### config.mk
export PLATFORM = sky130hd
export DESIGN_NAME = apb_master_bridge
export DESIGN_NICKNAME = d
export VERILOG_FILES = /design/src/rtl/apb_pkg.sv /design/src/rtl/apb_wait_timer.sv /design/src/rtl/apb_master_bridge.sv
export SDC_FILE = /design/constraint.sdc
export NUM_CORES = 1
export LEC_CHECK = 0
export BUFFER_PORTS_ARGS = -buffer_cell sky130_fd_sc_hd__buf_2
export CAP_MARGIN = 15
export CORE_ASPECT_RATIO = 1.1
export CORE_UTILIZATION = 40
export DETAILED_ROUTE_END_ITERATION = 12
export HOLD_SLACK_MARGIN = 0.15
export PLACE_DENSITY = 0.71
export SYNTH_ARGS = -nofsm -noshare
export SYNTH_HDL_FRONTEND = slang
export SYNTH_SLANG_ARGS = --single-unit
export TNS_END_PERCENT = 20
### constraint.sdc
create_clock -name PCLK -period 1.83 [get_ports PCLK]
set_clock_uncertainty 0.1 [all_clocks]
set_input_delay 0.2745 -clock PCLK [delete_from_list [all_inputs] [get_ports PCLK]]
set_output_delay 0.2745 -clock PCLK [all_outputs]
set_load 0.005 [all_outputs]
### src/rtl/apb_pkg.sv
// Shared types and defaults for the APB3 requester bridge.
package apb_pkg;

  localparam int unsigned DefAddrWidth     = 4;
  localparam int unsigned DefDataWidth     = 32;
  localparam int unsigned DefTimeoutCycles = 16;
  localparam int unsigned TimerWidth       = 8;

  typedef enum logic [1:0] {
    StIdle   = 2'd0,
    StSetup  = 2'd1,
    StAccess = 2'd2
  } apb_state_e;

endpackage

### src/rtl/apb_wait_timer.sv
// Counts ACCESS wait cycles; expired_o flags the wait that reaches Limit.
module apb_wait_timer
  import apb_pkg::*;
#(
  parameter int unsigned Limit = DefTimeoutCycles
) (
  input  logic clk_i,
  input  logic rst_i,
  input  logic clr_i,
  input  logic en_i,
  output logic expired_o
);

  logic [TimerWidth-1:0] cnt_q, cnt_d;

  always_comb begin
    cnt_d = cnt_q;
    if (clr_i) begin
      cnt_d = '0;
    end else if (en_i) begin
      cnt_d = cnt_q + TimerWidth'(1);
    end
  end

  // Fires on the wait cycle that would bring the count up to Limit.
  assign expired_o = en_i && (cnt_q == TimerWidth'(Limit - 1));

  always_ff @(posedge clk_i) begin
    if (rst_i) begin
      cnt_q <= '0;
    end else begin
      cnt_q <= cnt_d;
    end
  end

endmodule

### src/rtl/apb_master_bridge.sv
// Command/response to APB3 requester bridge: one transfer at a time, one-deep response slot,
// misaligned-address rejection and a PREADY wait timeout.
module apb_master_bridge
  import apb_pkg::*;
#(
  parameter int unsigned APB_ADDR_WIDTH = DefAddrWidth,
  parameter int unsigned APB_DATA_WIDTH = DefDataWidth,
  parameter int unsigned TIMEOUT_CYCLES = DefTimeoutCycles
) (
  input  logic                      PCLK,
  input  logic                      PRESET,
  input  logic                      cmd_valid,
  output logic                      cmd_ready,
  input  logic                      cmd_write,
  input  logic [APB_ADDR_WIDTH-1:0] cmd_addr,
  input  logic [APB_DATA_WIDTH-1:0] cmd_wdata,
  output logic                      rsp_valid,
  input  logic                      rsp_ready,
  output logic [APB_DATA_WIDTH-1:0] rsp_rdata,
  output logic                      rsp_err,
  output logic                      rsp_timeout,
  output logic                      PSEL,
  output logic                      PENABLE,
  output logic                      PWRITE,
  output logic [APB_ADDR_WIDTH-1:0] PADDR,
  output logic [APB_DATA_WIDTH-1:0] PWDATA,
  input  logic [APB_DATA_WIDTH-1:0] PRDATA,
  input  logic                      PREADY,
  input  logic                      PSLVERR
);

  apb_state_e                state_q, state_d;
  logic [APB_ADDR_WIDTH-1:0] paddr_q, paddr_d;
  logic [APB_DATA_WIDTH-1:0] pwdata_q, pwdata_d;
  logic                      pwrite_q, pwrite_d;
  logic                      rsp_valid_q, rsp_valid_d;
  logic                      rsp_err_q, rsp_err_d;
  logic                      rsp_timeout_q, rsp_timeout_d;
  logic [APB_DATA_WIDTH-1:0] rsp_rdata_q, rsp_rdata_d;
  logic                      timer_clr, timer_en, timer_expired;

  assign cmd_ready = (state_q == StIdle) && !rsp_valid_q && !PRESET;

  always_comb begin
    state_d       = state_q;
    paddr_d       = paddr_q;
    pwdata_d      = pwdata_q;
    pwrite_d      = pwrite_q;
    rsp_valid_d   = rsp_valid_q;
    rsp_err_d     = rsp_err_q;
    rsp_timeout_d = rsp_timeout_q;
    rsp_rdata_d   = rsp_rdata_q;
    timer_clr     = 1'b0;
    timer_en      = 1'b0;

    if (rsp_valid_q && rsp_ready) begin
      rsp_valid_d = 1'b0;
    end

    unique case (state_q)
      StIdle: begin
        if (cmd_valid && cmd_ready) begin
          if (cmd_addr[1:0] != 2'b00) begin
            rsp_valid_d   = 1'b1;
            rsp_err_d     = 1'b1;
            rsp_timeout_d = 1'b0;
            rsp_rdata_d   = '0;
          end else begin
            state_d   = StSetup;
            paddr_d   = cmd_addr;
            pwrite_d  = cmd_write;
            pwdata_d  = cmd_wdata;
            timer_clr = 1'b1;
          end
        end
      end
      StSetup: begin
        state_d = StAccess;
      end
      StAccess: begin
        if (PREADY) begin
          state_d       = StIdle;
          rsp_valid_d   = 1'b1;
          rsp_err_d     = PSLVERR;
          rsp_timeout_d = 1'b0;
          rsp_rdata_d   = (!pwrite_q && !PSLVERR) ? PRDATA : '0;
        end else begin
          timer_en = 1'b1;
          if (timer_expired) begin
            state_d       = StIdle;
            rsp_valid_d   = 1'b1;
            rsp_err_d     = 1'b1;
            rsp_timeout_d = 1'b1;
            rsp_rdata_d   = '0;
          end
        end
      end
      default: state_d = StIdle;
    endcase
  end

  always_ff @(posedge PCLK) begin
    if (PRESET) begin
      state_q       <= StIdle;
      paddr_q       <= '0;
      pwdata_q      <= '0;
      pwrite_q      <= 1'b0;
      rsp_valid_q   <= 1'b0;
      rsp_err_q     <= 1'b0;
      rsp_timeout_q <= 1'b0;
      rsp_rdata_q   <= '0;
    end else begin
      state_q       <= state_d;
      paddr_q       <= paddr_d;
      pwdata_q      <= pwdata_d;
      pwrite_q      <= pwrite_d;
      rsp_valid_q   <= rsp_valid_d;
      rsp_err_q     <= rsp_err_d;
      rsp_timeout_q <= rsp_timeout_d;
      rsp_rdata_q   <= rsp_rdata_d;
    end
  end

  apb_wait_timer #(
    .Limit(TIMEOUT_CYCLES)
  ) u_wait_timer (
    .clk_i    (PCLK),
    .rst_i    (PRESET),
    .clr_i    (timer_clr),
    .en_i     (timer_en),
    .expired_o(timer_expired)
  );

  assign PSEL        = (state_q != StIdle);
  assign PENABLE     = (state_q == StAccess);
  assign PWRITE      = pwrite_q;
  assign PADDR       = paddr_q;
  assign PWDATA      = pwdata_q;
  assign rsp_valid   = rsp_valid_q;
  assign rsp_err     = rsp_err_q;
  assign rsp_timeout = rsp_timeout_q;
  assign rsp_rdata   = rsp_rdata_q;

endmodule

==> run summary <==
top routing layer in use - met4
IO Pins - 150
Hold EP - PWDATA[27]
Die W - 82.87 microns
CTS Sinks - 82
Num CTS Buffers - 9
drt pass-1 iters - 7
Seq/Total Area, Yosys - 57.04%
Hold Path Depth - 2
layout net count - 604
Worst-Margin Slew - 0.3643 ns
failing checks - setup timing
top area cells in the synthesized netlist - dfxtp_1 57%, nand2_1 10%, a22o_1 9.7%
RSZ-0062 raised after global routing - true
ys async rst share - 0%
r2r endpoint - rsp_rdata[15]
Syn. warnings - 0
Max IR drop VDD - 512.1 uV
Worst Hold Class - input port to flop
post-synth top area cell - dfxtp_1
Slew HR - 75.66%
Die H - 90.96 microns
layout overhead on the synthesized area - 62.17%
root buffer cell - clkbuf_8
1st-iter DRT viols - 139
number of synthesized flops with an enable pin - 0
PD cells - 739.1 nW/um^2
R2R cell count - 5
crit path launch type - flop
leakage - 2.153 nW
status - finished, violations left
multi-input logic area - 1122 sq um
Final Max Tran Viols - 0
Tmin final - 1.842 ns
CTS tree - done
main flop type after synthesis - dfxtp_1
Skew-Pair Late Insertion Delay - 0.34 ns
GRT Total Usage - 23.52%
R2R Path Start - u_wait_timer.cnt_q[7]
met1 wire length - 3390 microns
routed len/inst - 14.33 microns
via/cell ratio - 4.926
final hold vios - 0
metal3 WL - 371 microns
pin count of the biggest net entering global routing - 33
gpl congestion - 0.7684
row count - 32
DP Area - 3749 sq um
Starting Density - 41.31%
proportion of layout cells with a drive suffix above 1 - 36.02%
final period utilization - 100.6%
Synth Area per Inst - 9.498 sq um
Fin Setup TNS - -0.01503 ns
n_diodes - 0
CP Class - flop to flop
Antenna Nets Post-Route - 0
WL met2 - 4826 microns
clock transition at the registers of the reported paths - 0.09 ns
vias in the first global route - 3,042
Synthesized Nets - 379
via count - 3,044
Worst Path Arrival - 1.97 ns
drt total wl - 8856 microns
R2R Setup Slk - -0.01 ns
HP Start - PRESET
final worst setup slack - -0.01151 ns
mapped cell area - 2878 sq um
die area - 7538 sq um
htree depth - 3
Synth cell types - 33
worst-path fanout max - 16
Hold WS - 0.1738 ns
IO Port Bufs - 149
max-cap violation count - 0
Seq cells post-synth - 82
filler instances - 569
CTS max path bufs - 2
Overflow after GRT - 0
first-pass GRT wire length - 14,190 microns
Synth top area share - 57.04%
CP Data Required Time - 1.96 ns
Fmax - 543.0 MHz
Seq. cell area - 1643 sq um
initial antenna violation count - 0
Mapped Cells - 303
Final setup viols - 2
design area - 4667 sq um
core area - 6967 sq um
Post-DP HPWL - 5253 microns
DRC - 0
CP Capture Type - flop
worst max path at each step:
stage / start / endpoint / slack [ns] / cells after the start
global route: u_wait_timer.cnt_q[7] / rsp_rdata[15] / -0.05 / 5
global placement: u_wait_timer.cnt_q[7] / rsp_rdata[0] / 0.09 / 5
floorplan: state_q[0] / PWDATA[4] / 0.05 / 7
detailed placement: u_wait_timer.cnt_q[7] / rsp_rdata[4] / 0.04 / 5
finish: u_wait_timer.cnt_q[7] / rsp_rdata[15] / -0.01 / 5
CTS: u_wait_timer.cnt_q[7] / rsp_rdata[4] / 0.03 / 5
placed cells by master, fill, tap and decap left out, types with 3 or more instances in the layout:
master,instances
buf_2,149
dfxtp_1,81
nand2_1,77
dlygate4sd3_1,68
a21oi_1,40
a22o_1,32
nor2_1,14
buf_4,14
clkbuf_8,9
nor3_1,4
inv_1,4
xor2_1,4
xnor2_1,3
clkinvlp_4,3
synthesized netlist by cell type, types with 3 or more instances:
cell,number
clkbuf_1,5
buf_6,5
nor2_1,14
xor2_1,4
dfxtp_1,82
nand2_1,77
a22o_1,32
nor3_1,4
buf_2,10
inv_1,4
xnor2_1,3
a21oi_1,40
critical path: stages, from the launching register on:
cell	delay (ns)
dfxtp_2	0.33
or4_4	0.55
o21ai_4	0.21
a31oi_4	0.15
buf_12	0.19
a22o_1	0.20
routing by layer:
layer | track usage (%) | vias to the layer above
met5 | 0 | -
met4 | 12.50 | 0
met3 | 4.273 | 25
met2 | 43.85 | 107
met1 | 24.91 | 1427
li1 | - | 1485
report_power, final:
group | internal (W) | total [W] | leakage, nW | switching, W
Combinational | 0.000237 | 0.000411 | 1.41 | 0.000174
Clock | 0.000513 | 0.00121 | 0.0844 | 0.000692
Sequential | 0.00182 | 0.00183 | 0.663 | 0.0000182
Total | 0.00257 | 0.00345 | 2.15 | 0.000883
timing repair:
item | in CTS | in global routing
resized for setup | 0 | 4
buffers inserted | 0 | 1
setup endpoints to repair | 0 | 32
hold buffers | 68 | 0
endpoints found under the hold margin | 68 | 0
logic make-up (layout without fill, tap and decap cells):
kind of cell	after synthesis	in the layout	synth area share (%)
flip-flops	82	82	57.04
AO/OA/AOI/OAI	77	77	18.09
XOR/XNOR	7	7	2.130
buffers and inverters	24	254	4.869
adder cells (fa/ha/maj)	1	1	0.4347
AND/OR/NAND/NOR	112	112	17.44
through the flow:
stage	cells	power, W	util [%]	setup WS, ns
2_1_floorplan	303	0.001996	-	0.04703
5_1_grt	618	0.003605	66.99	-0.04831
3_5_place_dp	532	0.002147	53.81	0.04469
6_report	618	0.003449	66.99	-0.01151
4_1_cts	616	0.003459	66.22	0.03379
3_3_place_gp	532	0.002142	53.81	0.08936
final cells by class:
cell class | count | share of cell area (%)
multi-input combinational | 197 | 24.05
clock buffer | 9 | 2.654
inverter | 4 | 0.3217
sequential | 82 | 35.20
clock inverter | 7 | 1.287
tap | 85 | 2.279
timing repair buffer | 234 | 34.21
flip-flops by register name (all words and copies together) (netlist names):
signal,count
rsp_err,1
state_q,2
u_wait_timer.cnt_q,8
rsp_timeout,1
PWDATA,32
PWRITE,1
rsp_rdata,32
rsp_valid,1
PADDR,4
Power figures use the tool's default switching activity.
